## src/rtl/fp_pkg.sv

```systemverilog
// Shared bf16 definitions for the accumulator datapath: field widths,
// the max-finite constant, FSM states and a magnitude key helper.
package fp_pkg;

  localparam int EXP_W   = 8;
  localparam int MAN_W   = 7;
  localparam int BF16_W  = 1 + EXP_W + MAN_W;
  localparam int BIAS    = 127;
  // Aligned significand field: 8 significand bits followed by G, R, S.
  localparam int FIELD_W = MAN_W + 1 + 3;

  localparam logic [EXP_W+MAN_W-1:0] MAX_FINITE_MAG = 15'h7F7F;

  typedef enum logic [2:0] {
    S_IDLE,
    S_ALIGN,
    S_ADD,
    S_NORM,
    S_ROUND,
    S_OUT
  } state_t;

  typedef struct packed {
    logic             sign;
    logic [EXP_W-1:0] exp;
    logic [MAN_W-1:0] mant;
  } bf16_t;

  // Magnitude ordering key; a zero exponent flushes the operand to zero.
  function automatic logic [EXP_W+MAN_W-1:0] mag_key(input bf16_t v);
    return (v.exp == '0) ? '0 : {v.exp, v.mant};
  endfunction

endpackage

```

## src/rtl/fp_lzc8.sv

```systemverilog
// Leading-zero counter for an 8-bit significand; returns 8 for an all-zero input.
module fp_lzc8 (
  input  logic [7:0] value,
  output logic [3:0] count
);

  // NOTE: give every always_comb output a default first so no path leaves it
  // unassigned; otherwise synthesis infers a latch.
  always_comb begin
    count = 4'd8;
    // Scanning upward lets the highest set bit have the final word.
    for (int i = 0; i < 8; i++) begin
      if (value[i]) count = 4'(7 - i);
    end
  end

endmodule

```

## src/rtl/bf16_accumulator.sv

```systemverilog
// Streams bf16 products into a running bf16 sum, one multi-cycle add per
// element (align, add, normalize, round), and emits the sum on the last element.
module bf16_accumulator
  import fp_pkg::*;
#(
  parameter int SAT_ON_OVF = 1,
  parameter int BIAS       = 127
) (
  input  logic        clock,
  input  logic        reset_n,
  input  logic        in_valid,
  output logic        in_ready,
  input  logic [15:0] in_data,
  input  logic        in_last,
  output logic        out_valid,
  input  logic        out_ready,
  output logic [15:0] out_data,
  output logic        ovf_flag
);

  // Overflow always saturates; both modes raise the flag.
  localparam bit FLAG_ON_OVF = (SAT_ON_OVF == 0) || (SAT_ON_OVF == 1);
  localparam logic signed [9:0] EXP_LIMIT = 10'(2 * BIAS + 1);

  state_t state, state_next;

  logic ready_en;
  bf16_t acc;
  bf16_t op_q;
  logic  last_q;
  logic  ovf_q;

  logic               al_sign;
  logic [EXP_W-1:0]   al_exp;
  logic [FIELD_W-1:0] al_big;
  logic [FIELD_W-1:0] al_small;
  logic               al_sub;

  logic [FIELD_W:0]   sum_q;
  logic               ad_sign;
  logic [EXP_W-1:0]   ad_exp;

  logic [FIELD_W-1:0] nm_field;
  logic signed [9:0]  nm_exp;
  logic               nm_sign;
  logic               nm_zero;

  wire accept   = in_valid && in_ready;
  wire deliver  = out_valid && out_ready;

  assign in_ready  = ready_en && (state == S_IDLE);
  assign out_valid = (state == S_OUT);
  assign out_data  = acc;
  assign ovf_flag  = ovf_q;

  // ---------------------------------------------------------------- FSM
  always_ff @(posedge clock or negedge reset_n) begin
    if (!reset_n) begin
      state    <= S_IDLE;
      ready_en <= 1'b0;
    end else begin
      // NOTE: sequential state uses non-blocking assignments so every flop
      // samples pre-edge values regardless of statement order.
      state    <= state_next;
      ready_en <= 1'b1;
    end
  end

  always_comb begin
    state_next = state;
    unique case (state)
      S_IDLE:  if (accept) state_next = S_ALIGN;
      S_ALIGN: state_next = S_ADD;
      S_ADD:   state_next = S_NORM;
      S_NORM:  state_next = S_ROUND;
      S_ROUND: state_next = last_q ? S_OUT : S_IDLE;
      S_OUT:   if (deliver) state_next = S_IDLE;
      default: state_next = S_IDLE;
    endcase
  end

  // ---------------------------------------------------------------- ALIGN
  bf16_t              big_c, small_c;
  logic [7:0]         sig_big_c, sig_small_c;
  logic [EXP_W-1:0]   diff_c;
  logic [FIELD_W-1:0] ext_c, shifted_c, aligned_c;
  logic               lost_c;

  always_comb begin
    if (mag_key(acc) >= mag_key(op_q)) begin
      big_c   = acc;
      small_c = op_q;
    end else begin
      big_c   = op_q;
      small_c = acc;
    end
    sig_big_c   = (big_c.exp   != '0) ? {1'b1, big_c.mant}   : 8'd0;
    sig_small_c = (small_c.exp != '0) ? {1'b1, small_c.mant} : 8'd0;
    diff_c      = big_c.exp - small_c.exp;
    ext_c       = {sig_small_c, 3'b000};
    shifted_c   = ext_c >> diff_c[3:0];
    lost_c      = |(ext_c & ~(11'h7FF << diff_c[3:0]));
    if (diff_c >= 8'(FIELD_W)) aligned_c = {10'd0, |sig_small_c};
    else                       aligned_c = {shifted_c[10:1], shifted_c[0] | lost_c};
  end

  // ---------------------------------------------------------------- ADD
  logic [FIELD_W:0] sum_c;

  always_comb begin
    if (al_sub) sum_c = {1'b0, al_big} - {1'b0, al_small};
    else        sum_c = {1'b0, al_big} + {1'b0, al_small};
  end

  // ---------------------------------------------------------------- NORM
  logic               hi_zero_c;
  logic [7:0]         lzc_in_c;
  logic [3:0]         lz_c;
  logic [4:0]         shift_c;
  logic [FIELD_W-1:0] norm_field_c;
  logic signed [9:0]  norm_exp_c;

  // A heavy cancellation can leave the leading one down in G; the second
  // pass over the G/R/S bits extends the count past the significand.
  assign hi_zero_c = (sum_q[10:3] == 8'd0);
  assign lzc_in_c  = hi_zero_c ? {sum_q[2:0], 5'd0} : sum_q[10:3];

  fp_lzc8 u_lzc (
    .value (lzc_in_c),
    .count (lz_c)
  );

  always_comb begin
    shift_c = {1'b0, lz_c} + (hi_zero_c ? 5'd8 : 5'd0);
    if (sum_q[FIELD_W]) begin
      norm_field_c = {sum_q[11:2], sum_q[1] | sum_q[0]};
      norm_exp_c   = $signed({2'b00, ad_exp}) + 10'sd1;
    end else begin
      norm_field_c = sum_q[10:0] << shift_c;
      norm_exp_c   = $signed({2'b00, ad_exp}) - $signed({5'b00000, shift_c});
    end
  end

  // ---------------------------------------------------------------- ROUND
  logic              rnd_c;
  logic [8:0]        sig_r_c;
  logic [MAN_W-1:0]  mant_r_c;
  logic signed [9:0] exp_r_c;
  logic              exp_ovf_c;
  bf16_t             result_c;

  always_comb begin
    rnd_c     = nm_field[2] & (nm_field[1] | nm_field[0] | nm_field[3]);
    sig_r_c   = {1'b0, nm_field[10:3]} + 9'(rnd_c);
    mant_r_c  = sig_r_c[8] ? sig_r_c[7:1] : sig_r_c[6:0];
    exp_r_c   = nm_exp + $signed({9'd0, sig_r_c[8]});
    exp_ovf_c = !nm_zero && (exp_r_c >= EXP_LIMIT);
    if (nm_zero)        result_c = '0;
    else if (exp_ovf_c) result_c = {nm_sign, MAX_FINITE_MAG};
    else                result_c = {nm_sign, exp_r_c[7:0], mant_r_c};
  end

  // ---------------------------------------------------------------- datapath
  always_ff @(posedge clock or negedge reset_n) begin
    if (!reset_n) begin
      acc      <= '0;
      op_q     <= '0;
      last_q   <= 1'b0;
      ovf_q    <= 1'b0;
      al_sign  <= 1'b0;
      al_exp   <= '0;
      al_big   <= '0;
      al_small <= '0;
      al_sub   <= 1'b0;
      sum_q    <= '0;
      ad_sign  <= 1'b0;
      ad_exp   <= '0;
      nm_field <= '0;
      nm_exp   <= '0;
      nm_sign  <= 1'b0;
      nm_zero  <= 1'b0;
    end else begin
      unique case (state)
        S_IDLE: begin
          if (accept) begin
            op_q   <= bf16_t'(in_data);
            last_q <= in_last;
          end
        end
        S_ALIGN: begin
          al_sign  <= big_c.sign;
          al_exp   <= big_c.exp;
          al_big   <= {sig_big_c, 3'b000};
          al_small <= aligned_c;
          al_sub   <= big_c.sign ^ small_c.sign;
        end
        S_ADD: begin
          sum_q   <= sum_c;
          ad_sign <= al_sign;
          ad_exp  <= al_exp;
        end
        S_NORM: begin
          nm_field <= norm_field_c;
          nm_exp   <= norm_exp_c;
          nm_sign  <= ad_sign;
          nm_zero  <= (sum_q == '0) || (norm_exp_c <= 10'sd0);
        end
        S_ROUND: begin
          acc   <= result_c;
          ovf_q <= ovf_q | (exp_ovf_c & FLAG_ON_OVF);
        end
        S_OUT: begin
          if (deliver) begin
            acc   <= '0;
            ovf_q <= 1'b0;
          end
        end
        default: ;
      endcase
    end
  end

endmodule

```

## config.mk

```make
export PLATFORM = sky130hd
export DESIGN_NAME = bf16_accumulator
export DESIGN_NICKNAME = d
export VERILOG_FILES = /design/src/rtl/fp_pkg.sv /design/src/rtl/fp_lzc8.sv /design/src/rtl/bf16_accumulator.sv
export SDC_FILE = /design/constraint.sdc
export NUM_CORES = 1
export LEC_CHECK = 0
export CORE_ASPECT_RATIO = 1.1
export CORE_MARGIN = 2
export CORE_UTILIZATION = 30
export CTS_BUF_LIST = sky130_fd_sc_hd__clkbuf_16
export DETAILED_ROUTE_END_ITERATION = 12
export PLACE_DENSITY = 0.48
export RECOVER_POWER = 100
export SLEW_MARGIN = 20
export SYNTH_ARGS = -nofsm -noshare
export SYNTH_HDL_FRONTEND = slang
export SYNTH_SLANG_ARGS = --single-unit
```

## constraint.sdc

```tcl
create_clock -name clock -period 7.15 [get_ports clock]
set_input_delay 1.43 -clock clock [delete_from_list [all_inputs] [get_ports clock]]
set_output_delay 1.43 -clock clock [all_outputs]
set_load 0.05 [all_outputs]
```

==> results.py, run 1 <==
metrics = {
    "synth": {
        "syn-num-nets": 1025,
        "synth_area_mm2": 0.00796,
        "ys.flop_type": "dfrtp_1",
        "ys_warn_count": 0,
        "synth-edff-count": 0,
        "syn_area_per_cell_um2": 8.30,
        "ys_types": 73,
        "ys_seq_area_frac": 0.349,
        "postSynth.asyncResetShare": 1.00,
        "ys_ff_latch": 111,
        "synthCells": 959,
    },
    "place": {
        "io_buffer_count": 39,
        "placed_cells": 1303,
        "routabilityCongestion": 0.829,
        "hpwl_um": 16300,
    },
    "sta": {
        "tns_ns": 0,
        "slew_headroom": -0.436,
        "hold_viol_final": 0,
        "rsz0062_at_grt": "no",
        "tightest_slew_ns": 2.15,
        "skew_ns": 0.0167,
        "fin_crit_sh": 0.785,
        "clock.fmax_mhz": 178,
        "slew_viol_final": 155,
        "min_period_ns": 5.61,
        "finalSetupViolCount": 0,
    },
    "floorplan": {
        "initial_core_util": 0.305,
        "die_w_um": 159,
        "io_pins": 40,
        "rows": 62,
        "fp.dieH_um": 175,
        "core-area_mm2": 0.0261,
        "dieArea_mm2": 0.0279,
    },
    "setup_path": {
        "critical_path.cell_chain": "nor4_1 -> nand3_1 -> and2_0 -> ha_1 -> nand4_1 -> o311a_1 -> o21ai_2 -> nand2_1 -> o21a_1 -> ha_1 -> inv_1 -> nand2_1 -> maj3_1 -> a21oi_1 -> mux2i_1 -> xor2_1 -> o32a_1 -> a211o_1 -> or2_0 -> o32ai_2",
        "cp-start-kind": "flop",
        "end_kind": "flop",
        "reg2reg_depth": 20,
        "path_max_fanout": 15,
        "worstSetupPathType": "flop to flop",
        "required_ns": 7.42,
        "crit_path_max_incr_delay_ns": 0.61,
        "cp_slowest_cell": "o21ai_2",
        "cp.arrival_ns": 5.88,
    },
    "clock_network": {
        "cts_hold_buf": 0,
        "worstSkewPairLatency_ns": 0.36,
        "cts_setup_buffers": 0,
        "ctsLongestPathBuffers": 2,
        "path_clk_slew_ns": 0.08,
        "cts_tree": "yes",
        "cts.repair.resized": 0,
        "cts_root_buf": "clkbuf_16",
        "numClockSinks": 111,
        "cts_buffers": 9,
        "htreeDepth": 3,
    },
    "global_route": {
        "grt_pass1_wl_um": 36300,
        "antenna_found_initial": 0,
        "grt_max_degree": 76,
        "grt_usage": 0.162,
        "grt_pass1_vias": 6597,
        "grt_overflow_total": 0,
    },
    "routing": {
        "ant_nets": 0,
        "num_vias": 6646,
        "avgViaCountPerCell": 5.04,
        "drt_iter0_drc": 339,
        "dr.pass1.iters": 5,
        "wl_um": 22000,
        "drcViolationCount": 0,
        "wl_per_cell_um": 16.7,
    },
    "layout": {
        "fin_cells": 1318,
        "finalNetCount": 1028,
        "drive_gt1_frac": 0.0528,
        "n_antenna_cell": 0,
        "area_growth_syn_to_layout_pct": 12.1,
    },
    "min_path": {
        "hold_class": "flop to flop",
        "holdPathStages": 2,
    },
    "job": {
        "max-cap-violations": 4,
    },
    "status": {
        "status": "complete, but fails checks",
        "failed_checks": "capacitance limit, slew limit",
    },
}
-- registers in the layout (all words and copies together) (netlist names), 10 cells and up --
register	flops
op_q	16
out_data	16
sum_q	12
al_small	11
nm_field	11
nm_exp	10
-- per-stage QoR --
stage	util	cell area (um^2)	setup WS (ns)	hold slack, ns
after floorplan	-	7960	1.19	0.439
after global placement	0.332	8650	1.65	0.452
after detailed placement	0.332	8650	1.55	0.456
after CTS	0.343	8940	1.54	0.476
after global routing	0.342	8920	1.07	0.505
final	0.342	8920	1.54	0.474
-- final cells by class --
| cell class | instances | area (um^2) |
|---|---|---|
| Clock buffer | 9 | 225 |
| Timing Repair Buffer | 50 | 445 |
| Inverter | 45 | 169 |
| Multi-Input combinational cell | 745 | 4790 |
| Clock inverter | 6 | 70.1 |
| Fill cell | 2807 | 17100 |
| Tap cell | 352 | 440 |
| Sequential cell | 111 | 2780 |
-- critical path: cells and delay by family (launching register included) --
kind	cells	cell delay, ns
adder cells (fa/ha/maj)	3	0.89
buffers and inverters	1	0.08
AND/OR/NAND/NOR	7	1.55
flip-flops	1	0.51
AO/OA/AOI/OAI	7	2.12
multiplexers	1	0.15
XOR/XNOR	1	0.21
-- kinds of logic (layout without fill, tap and decap cells) --
group / count (synthesis) / count (layout) / share of synthesized area
fa+ha+maj: 47 / 47 / 0.0751
compound gates: 236 / 236 / 0.192
other cells: 1 / 1 / 0.000471
xor+xnor: 40 / 40 / 0.0440
flops: 111 / 111 / 0.349
buf+inv: 103 / 110 / 0.0497
mux: 66 / 66 / 0.0879
simple gates: 355 / 355 / 0.202
-- layout by cell type (no fill, tap or decap), types with 15 or more instances in the layout --
| master | synthesis | routed |
|---|---|---|
| a31oi_1 | 22 | 22 |
| ha_1 | 43 | 43 |
| mux2i_1 | 44 | 44 |
| dfrtp_1 | 111 | 111 |
| xor2_1 | 16 | 16 |
| clkdlybuf4s50_1 | 0 | 17 |
| dlygate4sd3_1 | 0 | 21 |
| inv_1 | 42 | 42 |
| a21oi_1 | 53 | 53 |
| o21ai_0 | 48 | 61 |
| mux2_2 | 20 | 19 |
| nand2b_1 | 15 | 15 |
| xnor2_1 | 24 | 24 |
| nand3_1 | 23 | 23 |
| nand2_1 | 165 | 165 |
| nor2_1 | 74 | 74 |
-- Yosys cell counts (4+ instances only) --
cell      number  area (um^2)
nand3_1       23          115
o21ai_0       48          240
o211ai_1      10         75.1
inv_1         42          158
o21a_1         4         30.0
a22o_1        14          123
nor4_1         6         37.5
xor2_1        16          140
nor2b_1       12         75.1
nand2b_1      15         93.8
o21ai_1       15         75.1
nor2_1        74          278
a21oi_1       53          265
nand2_1      165          619
nor3_1        12         60.1
o21bai_1       9         67.6
xnor2_1       24          210
nand4_1        5         31.3
a31oi_1       22          138
o22ai_1        9         56.3
clkbuf_1      53          199
and2_1        13         81.3
and3_1        10         62.6
or3_1          4         25.0
dfrtp_1      111         2780
a21o_1         5         37.5
mux2i_1       44          440
a211oi_1       5         37.5
mux2_2        20          225
a221oi_1       7         61.3
o31ai_1        4         30.0
ha_1          43          538
-- layer usage --
metal / vias to the layer above / share of wire / GRT usage
met2: 102 / 0.46 / 0.262
met1: 3156 / 0.51 / 0.231
met5: - / 0 / 0
met3: 16 / 0.025 / 0.0169
met4: 0 / 0.013 / 0.0455
li1: 3372 / - / -
-- final timing paths --
| kind | start | end | slack, ns |
|---|---|---|---|
| min | al_sign$_DFFE_PN0P_ | ad_sign$_DFFE_PN0P_ | 0.47 |
| min in group asynchronous | reset_n | op_q[3]$_DFFE_PN0P_ | 1.69 |
| max reg2reg | out_data[9]$_DFFE_PN0P_ | al_small[5]$_DFFE_PN0P_ | 1.54 |
| min reg2reg | al_sign$_DFFE_PN0P_ | ad_sign$_DFFE_PN0P_ | 0.47 |
| max in group asynchronous | reset_n | ovf_flag$_DFFE_PN0P_ | 2.63 |
| max | out_data[9]$_DFFE_PN0P_ | al_small[5]$_DFFE_PN0P_ | 1.54 |
Power of run 1 is left out: the tool's default activity adds up to more than one toggle a clock period on the data nets, which glitch-free logic cannot reach.
==> run 2: changes to the inputs <==
--- a/config.mk
+++ b/config.mk
@@ -10,7 +10,7 @@
 export CORE_UTILIZATION = 30
 export CTS_BUF_LIST = sky130_fd_sc_hd__clkbuf_16
 export DETAILED_ROUTE_END_ITERATION = 12
-export PLACE_DENSITY = 0.48
+export PLACE_DENSITY = 0.49
 export RECOVER_POWER = 100
 export SLEW_MARGIN = 20
 export SYNTH_ARGS = -nofsm -noshare
==> constraint.sdc (replaced) <==
create_clock -name clock -period 5 [get_ports clock]
set_input_delay 1 -clock clock [delete_from_list [all_inputs] [get_ports clock]]
set_output_delay 1 -clock clock [all_outputs]
set_load 0.05 [all_outputs]
==> results.py, run 2 (synthesized netlist as in run 1, its figures left out) <==
metrics = {
    "place": {
        "io_buffer_count": 39,
        "preCtsSetupSlack_ns": 0.196,
        "hpwl_um": 16800,
        "routabilityCongestion": 0.890,
    },
    "routing": {
        "wl_um": 22200,
        "avgViaCountPerCell": 5.07,
        "num_vias": 6800,
        "drt_iter0_drc": 346,
        "drcViolationCount": 0,
        "ant_nets": 0,
        "wl_per_cell_um": 16.6,
        "dr.pass1.iters": 5,
    },
    "setup_path": {
        "reg2reg_slack_ns": 0.33,
        "r2r_start": "out_data[13]$_DFFE_PN0P_",
        "path_max_fanout": 9,
        "r2r_end": "al_small[5]$_DFFE_PN0P_",
        "required_ns": 5.27,
        "worstSetupPathType": "flop to flop",
        "reg2reg_depth": 20,
        "cp-start-kind": "flop",
        "cp.arrival_ns": 4.94,
        "end_kind": "flop",
    },
    "min_path": {
        "hold_end": "ad_sign$_DFFE_PN0P_",
        "holdCritStartpoint": "al_sign$_DFFE_PN0P_",
        "holdPathStages": 2,
        "hold_class": "flop to flop",
    },
    "floorplan": {
        "rows": 62,
        "core-area_mm2": 0.0261,
        "dieArea_mm2": 0.0279,
        "initial_core_util": 0.305,
        "fp.dieH_um": 175,
        "die_w_um": 159,
        "io_pins": 40,
    },
    "global_route": {
        "grt_pass1_wl_um": 36300,
        "antenna_found_initial": 0,
        "grt_max_degree": 61,
        "grt_pass1_vias": 6678,
        "grt_usage": 0.163,
        "grt_overflow_total": 0,
    },
    "sta": {
        "skew_ns": 0.0101,
        "hold_ws_ns": 0.471,
        "slew_viol_final": 61,
        "rsz0062_at_grt": "no",
        "finalSetupViolCount": 0,
        "min_period_ns": 4.67,
        "tns_ns": 0,
        "fin_crit_sh": 0.934,
        "clock.fmax_mhz": 214,
        "tightest_slew_ns": 3.33,
        "slew_headroom": -1.22,
        "layout_setup_ws_ns": 0.328,
        "hold_viol_final": 0,
    },
    "job": {
        "max-cap-violations": 1,
    },
    "layout": {
        "area_growth_syn_to_layout_pct": 14.2,
        "final_util": 0.349,
        "finalNetCount": 1049,
        "n_antenna_cell": 0,
        "layout_common_cells": "nand2_1 (165), dfrtp_1 (105), nor2_1 (74)",
        "mostFrequentLayoutCell": "nand2_1",
        "drive_gt1_frac": 0.0810,
    },
    "clock_network": {
        "cts_tree": "yes",
        "path_clk_slew_ns": 0.08,
        "ctsLongestPathBuffers": 2,
        "numClockSinks": 111,
        "cts_buffers": 9,
        "cts_root_buf": "clkbuf_16",
        "worstSkewPairLatency_ns": 0.36,
        "htreeDepth": 3,
    },
    "status": {
        "failed_checks": "capacitance limit, slew limit",
        "status": "complete, but fails checks",
    },
}
run 2: critical path: stages, from the launching register on:
cell and delay, ns:
dfrtp_1 0.48, nor4_4 0.33, nand3_2 0.21, and2_1 0.22, ha_1 0.31, nand4_1 0.10, o311a_1 0.40, o21ai_4 0.16
nand2_1 0.07, o21a_1 0.11, ha_2 0.19, inv_2 0.06, nand2_1 0.05, maj3_1 0.35, a21oi_1 0.13, mux2i_1 0.15
xor2_1 0.19, o32a_1 0.17, a211o_1 0.36, or2_4 0.32, o32ai_2 0.24
run 2: routing by layer:
metal / part of all wire / global-route usage
met5: 0 / 0
met4: 0.016 / 0.0549
met3: 0.029 / 0.0214
met2: 0.47 / 0.263
met1: 0.49 / 0.225
run 2: repair_timing:
item	4_1_cts	5_1_grt
setup endpoints to repair	0	5
endpoints found under the hold margin	0	0
gates resized for setup	0	3
hold buffers	0	0
buffers inserted	0	0
run 2: cell type report:
class                           instances  area [um^2]
Fill cell                            2826        17000
Tap cell                              352          440
Inverter                               45          169
Sequential cell                       111         2790
Timing Repair Buffer                   71          601
Clock buffer                            9          225
Multi-Input combinational cell        745         4820
Clock inverter                          7         50.0
run 2: per-stage QoR:
step	cell area [um^2]	cells
floorplan	8070	959
finish	9090	1340
CTS	9120	1340
detailed placement	8850	1324
global placement	8850	1324
global route	9090	1340
run 2: worst max-delay path by stage:
| stage | start | end | slack, ns | cells after the start |
|---|---|---|---|---|
| 3_5_place_dp | out_data[13]$_DFFE_PN0P_ | al_small[5]$_DFFE_PN0P_ | 0.20 | 20 |
| 2_1_floorplan | out_data[13]$_DFFE_PN0P_ | al_small[5]$_DFFE_PN0P_ | 0.004 | 24 |
| 3_3_place_gp | out_data[13]$_DFFE_PN0P_ | al_small[5]$_DFFE_PN0P_ | 0.23 | 20 |
| 5_1_grt | out_data[13]$_DFFE_PN0P_ | al_small[5]$_DFFE_PN0P_ | 0.04 | 18 |
| 6_report | out_data[13]$_DFFE_PN0P_ | al_small[5]$_DFFE_PN0P_ | 0.33 | 20 |
| 4_1_cts | out_data[13]$_DFFE_PN0P_ | al_small[5]$_DFFE_PN0P_ | 0.16 | 20 |
Power of run 2 is left out for the same reason.
==> run 3: changes to the inputs <==
--- a/config.mk
+++ b/config.mk
@@ -5,10 +5,12 @@
 export SDC_FILE = /design/constraint.sdc
 export NUM_CORES = 1
 export LEC_CHECK = 0
+export ABC_AREA = 1
 export CORE_ASPECT_RATIO = 1.1
 export CORE_MARGIN = 2
 export CORE_UTILIZATION = 30
 export CTS_BUF_LIST = sky130_fd_sc_hd__clkbuf_16
+export CTS_CLUSTER_SIZE = 40
 export DETAILED_ROUTE_END_ITERATION = 12
 export PLACE_DENSITY = 0.49
 export RECOVER_POWER = 100
==> results.py, run 3 <==
metrics = {
    "floorplan": {
        "io_pins": 40,
        "fp.dieH_um": 176,
        "die_w_um": 161,
        "dieArea_mm2": 0.0284,
        "initial_core_util": 0.303,
        "rows": 63,
        "core-area_mm2": 0.0268,
    },
    "setup_path": {
        "path_buf_inv": 4,
        "crit_family": "simple AND/OR/NAND/NOR gates",
        "end_kind": "flop",
        "required_ns": 5.22,
        "critical_path.cell_chain": "nor4_1 -> nand4_1 -> inv_1 -> nor2_1 -> ha_1 -> a21oi_1 -> nand2_1 -> nand2_1 -> nand2_1 -> nand2_2 -> nand3_1 -> buf_4 -> nand2_1 -> nand3_1 -> nand2_1 -> nand2_1 -> nand2_1 -> inv_1 -> nand2_1 -> nand2_1 -> nand3_1 -> clkinv_2 -> nand2_2 -> o22ai_1",
        "worstSetupPathType": "flop to flop",
        "cp_slowest_cell": "dfrtp_1",
        "path_max_fanout": 43,
        "cp.arrival_ns": 4.65,
        "worst_path_most_repeated_cell": "nand2_1",
        "crit_path_max_incr_delay_ns": 0.45,
        "cp-start-kind": "flop",
    },
    "synth": {
        "ys_types": 58,
        "synth_area_mm2": 0.00811,
        "postSynth.asyncResetShare": 1.00,
        "synth_most_common_cell": "nand2_1",
        "syn_area_per_cell_um2": 7.05,
        "ys_seq_area_frac": 0.343,
        "syn-num-nets": 1216,
        "ys_ff_latch": 111,
        "yosys-top-cells-count": "nand2_1 (324), inv_1 (137), dfrtp_1 (111), o21ai_0 (103), nor2_1 (82)",
        "yosysTopAreaCellShare": 0.343,
        "synthCells": 1150,
        "synth-edff-count": 0,
        "yosys.area.top_type": "dfrtp_1",
        "ys_warn_count": 0,
        "ys.flop_type": "dfrtp_1",
        "yosys-top-cells-area": "dfrtp_1 (34%), nand2_1 (15%), ha_1 (6.6%)",
    },
    "clock_network": {
        "cts_root_buf": "clkbuf_16",
        "cts.repair.resized": 0,
        "cts_tree": "yes",
        "ctsLongestPathBuffers": 2,
        "cts_hold_buf": 0,
        "htreeDepth": 3,
        "cts_buffers": 9,
        "numClockSinks": 111,
        "path_clk_slew_ns": 0.09,
        "cts_setup_buffers": 0,
        "worstSkewPairLatency_ns": 0.37,
    },
    "layout": {
        "fillerInstances": 2982,
        "mostFrequentLayoutCell": "nand2_1",
        "drive_gt1_frac": 0.0655,
        "finalNetCount": 1236,
        "layout_common_cells": "nand2_1 (325), inv_1 (140), dfrtp_1 (111)",
        "n_antenna_cell": 0,
        "area_growth_syn_to_layout_pct": 11.9,
    },
    "sta": {
        "tightest_slew_ns": 3.74,
        "slew_headroom": -1.49,
        "finalSetupViolCount": 0,
        "hold_viol_final": 0,
        "slew_viol_final": 66,
        "min_period_ns": 4.43,
        "rsz0062_at_grt": "no",
        "clock.fmax_mhz": 226,
        "tns_ns": 0,
        "fin_crit_sh": 0.886,
        "skew_ns": 0.0149,
    },
    "routing": {
        "ant_nets": 0,
        "wl_um": 24200,
        "drt_iter0_drc": 516,
        "num_vias": 7417,
        "dr.pass1.iters": 5,
        "avgViaCountPerCell": 4.84,
        "wl_per_cell_um": 15.8,
        "drcViolationCount": 0,
    },
    "status": {
        "status": "complete, but fails checks",
        "failed_checks": "capacitance limit, slew limit",
    },
    "place": {
        "routabilityCongestion": 0.872,
        "io_buffer_count": 39,
        "hpwl_um": 18900,
    },
    "global_route": {
        "grt_overflow_total": 0,
        "antenna_found_initial": 0,
        "grt_pass1_wl_um": 39400,
        "grt_max_degree": 66,
        "grt_usage": 0.176,
        "grt_pass1_vias": 7311,
    },
    "min_path": {
        "hold_class": "flop to flop",
    },
    "job": {
        "max-cap-violations": 1,
    },
}
==> run 3: cell count changes after synthesis, sizes merged, moves of 13 or more <==
cell	before	now
nand2b	15	0
nand2	165	339
inv	45	145
and2	14	1
mux2i	44	1
nor2	74	92
nand3	23	70
mux2	21	7
a22o	14	0
xnor2	24	3
a31oi	22	3
clkbuf	53	29
o21ai	64	126
==> run 3: logic make-up after synthesis <==
family | Yosys count | share of synthesized area
xor gates and xnor gates | 25 | 0.0270
adders and majority gates | 45 | 0.0713
and+or+nand+nor | 547 | 0.295
other | 1 | 0.000463
muxes | 8 | 0.0110
AOI/OAI and AO/OA | 227 | 0.162
buffers and inverters | 186 | 0.0910
DFF | 111 | 0.343
==> run 3: worst reg2reg max path: stages (launching register included) <==
cell and delay [ns]:
dfrtp_1 0.45, nor4_1 0.31, nand4_1 0.18, inv_1 0.18, nor2_1 0.07, ha_1 0.33, a21oi_1 0.15, nand2_1 0.08
nand2_1 0.06, nand2_1 0.06, nand2_2 0.19, nand3_1 0.13, buf_4 0.28, nand2_1 0.10, nand3_1 0.11, nand2_1 0.12
nand2_1 0.09, nand2_1 0.34, inv_1 0.26, nand2_1 0.13, nand2_1 0.06, nand3_1 0.21, clkinv_2 0.16, nand2_2 0.15
o22ai_1 0.08
==> run 3: routing by layer <==
metal,vias up,share of wire,wire length (um),GRT usage
met5,-,0,0,0
met2,130,0.47,11400,0.298
met1,3465,0.48,11500,0.238
met4,0,0.025,612,0.0573
met3,36,0.027,656,0.0164
li1,3786,-,-,-
==> run 3: area by class of cell <==
cell class | count | area, um^2 | share of cell area
inverter | 147 | 553 | 0.0610
sequential | 111 | 2780 | 0.306
clock buffer | 9 | 225 | 0.0248
clock inverter | 7 | 73.8 | 0.00814
timing repair buffer | 48 | 434 | 0.0479
multi-input combinational | 853 | 4560 | 0.503
tap | 357 | 447 | 0.0492
==> run 3: final timing paths <==
| path | startpoint | depth (start not counted) | slack (ns) | end |
|---|---|---|---|---|
| min in group asynchronous | reset_n | 1 | 1.91 | sum_q[5]$_DFFE_PN0P_ |
| min reg2reg | al_exp[4]$_DFFE_PN0P_ | 2 | 0.49 | ad_exp[4]$_DFFE_PN0P_ |
| min | al_exp[4]$_DFFE_PN0P_ | 2 | 0.49 | ad_exp[4]$_DFFE_PN0P_ |
| max reg2reg | out_data[8]$_DFFE_PN0P_ | 24 | 0.57 | al_small[6]$_DFFE_PN0P_ |
| max in group asynchronous | reset_n | 1 | 0.98 | al_exp[2]$_DFFE_PN0P_ |
| max | out_data[8]$_DFFE_PN0P_ | 24 | 0.57 | al_small[6]$_DFFE_PN0P_ |
==> run 3: through the flow <==
step	util	cells	hold WS (ns)	worst slack [ns]	instance area (um^2)
after floorplan	-	1150	0.442	1.26	8110
final	0.339	1532	0.488	0.572	9070
after detailed placement	0.330	1516	0.469	0.820	8840
after global routing	0.339	1532	0.528	0.163	9070
after global placement	0.330	1516	0.463	0.901	8840
after CTS	0.341	1532	0.495	0.778	9140
Power of run 3 is left out for the same reason.
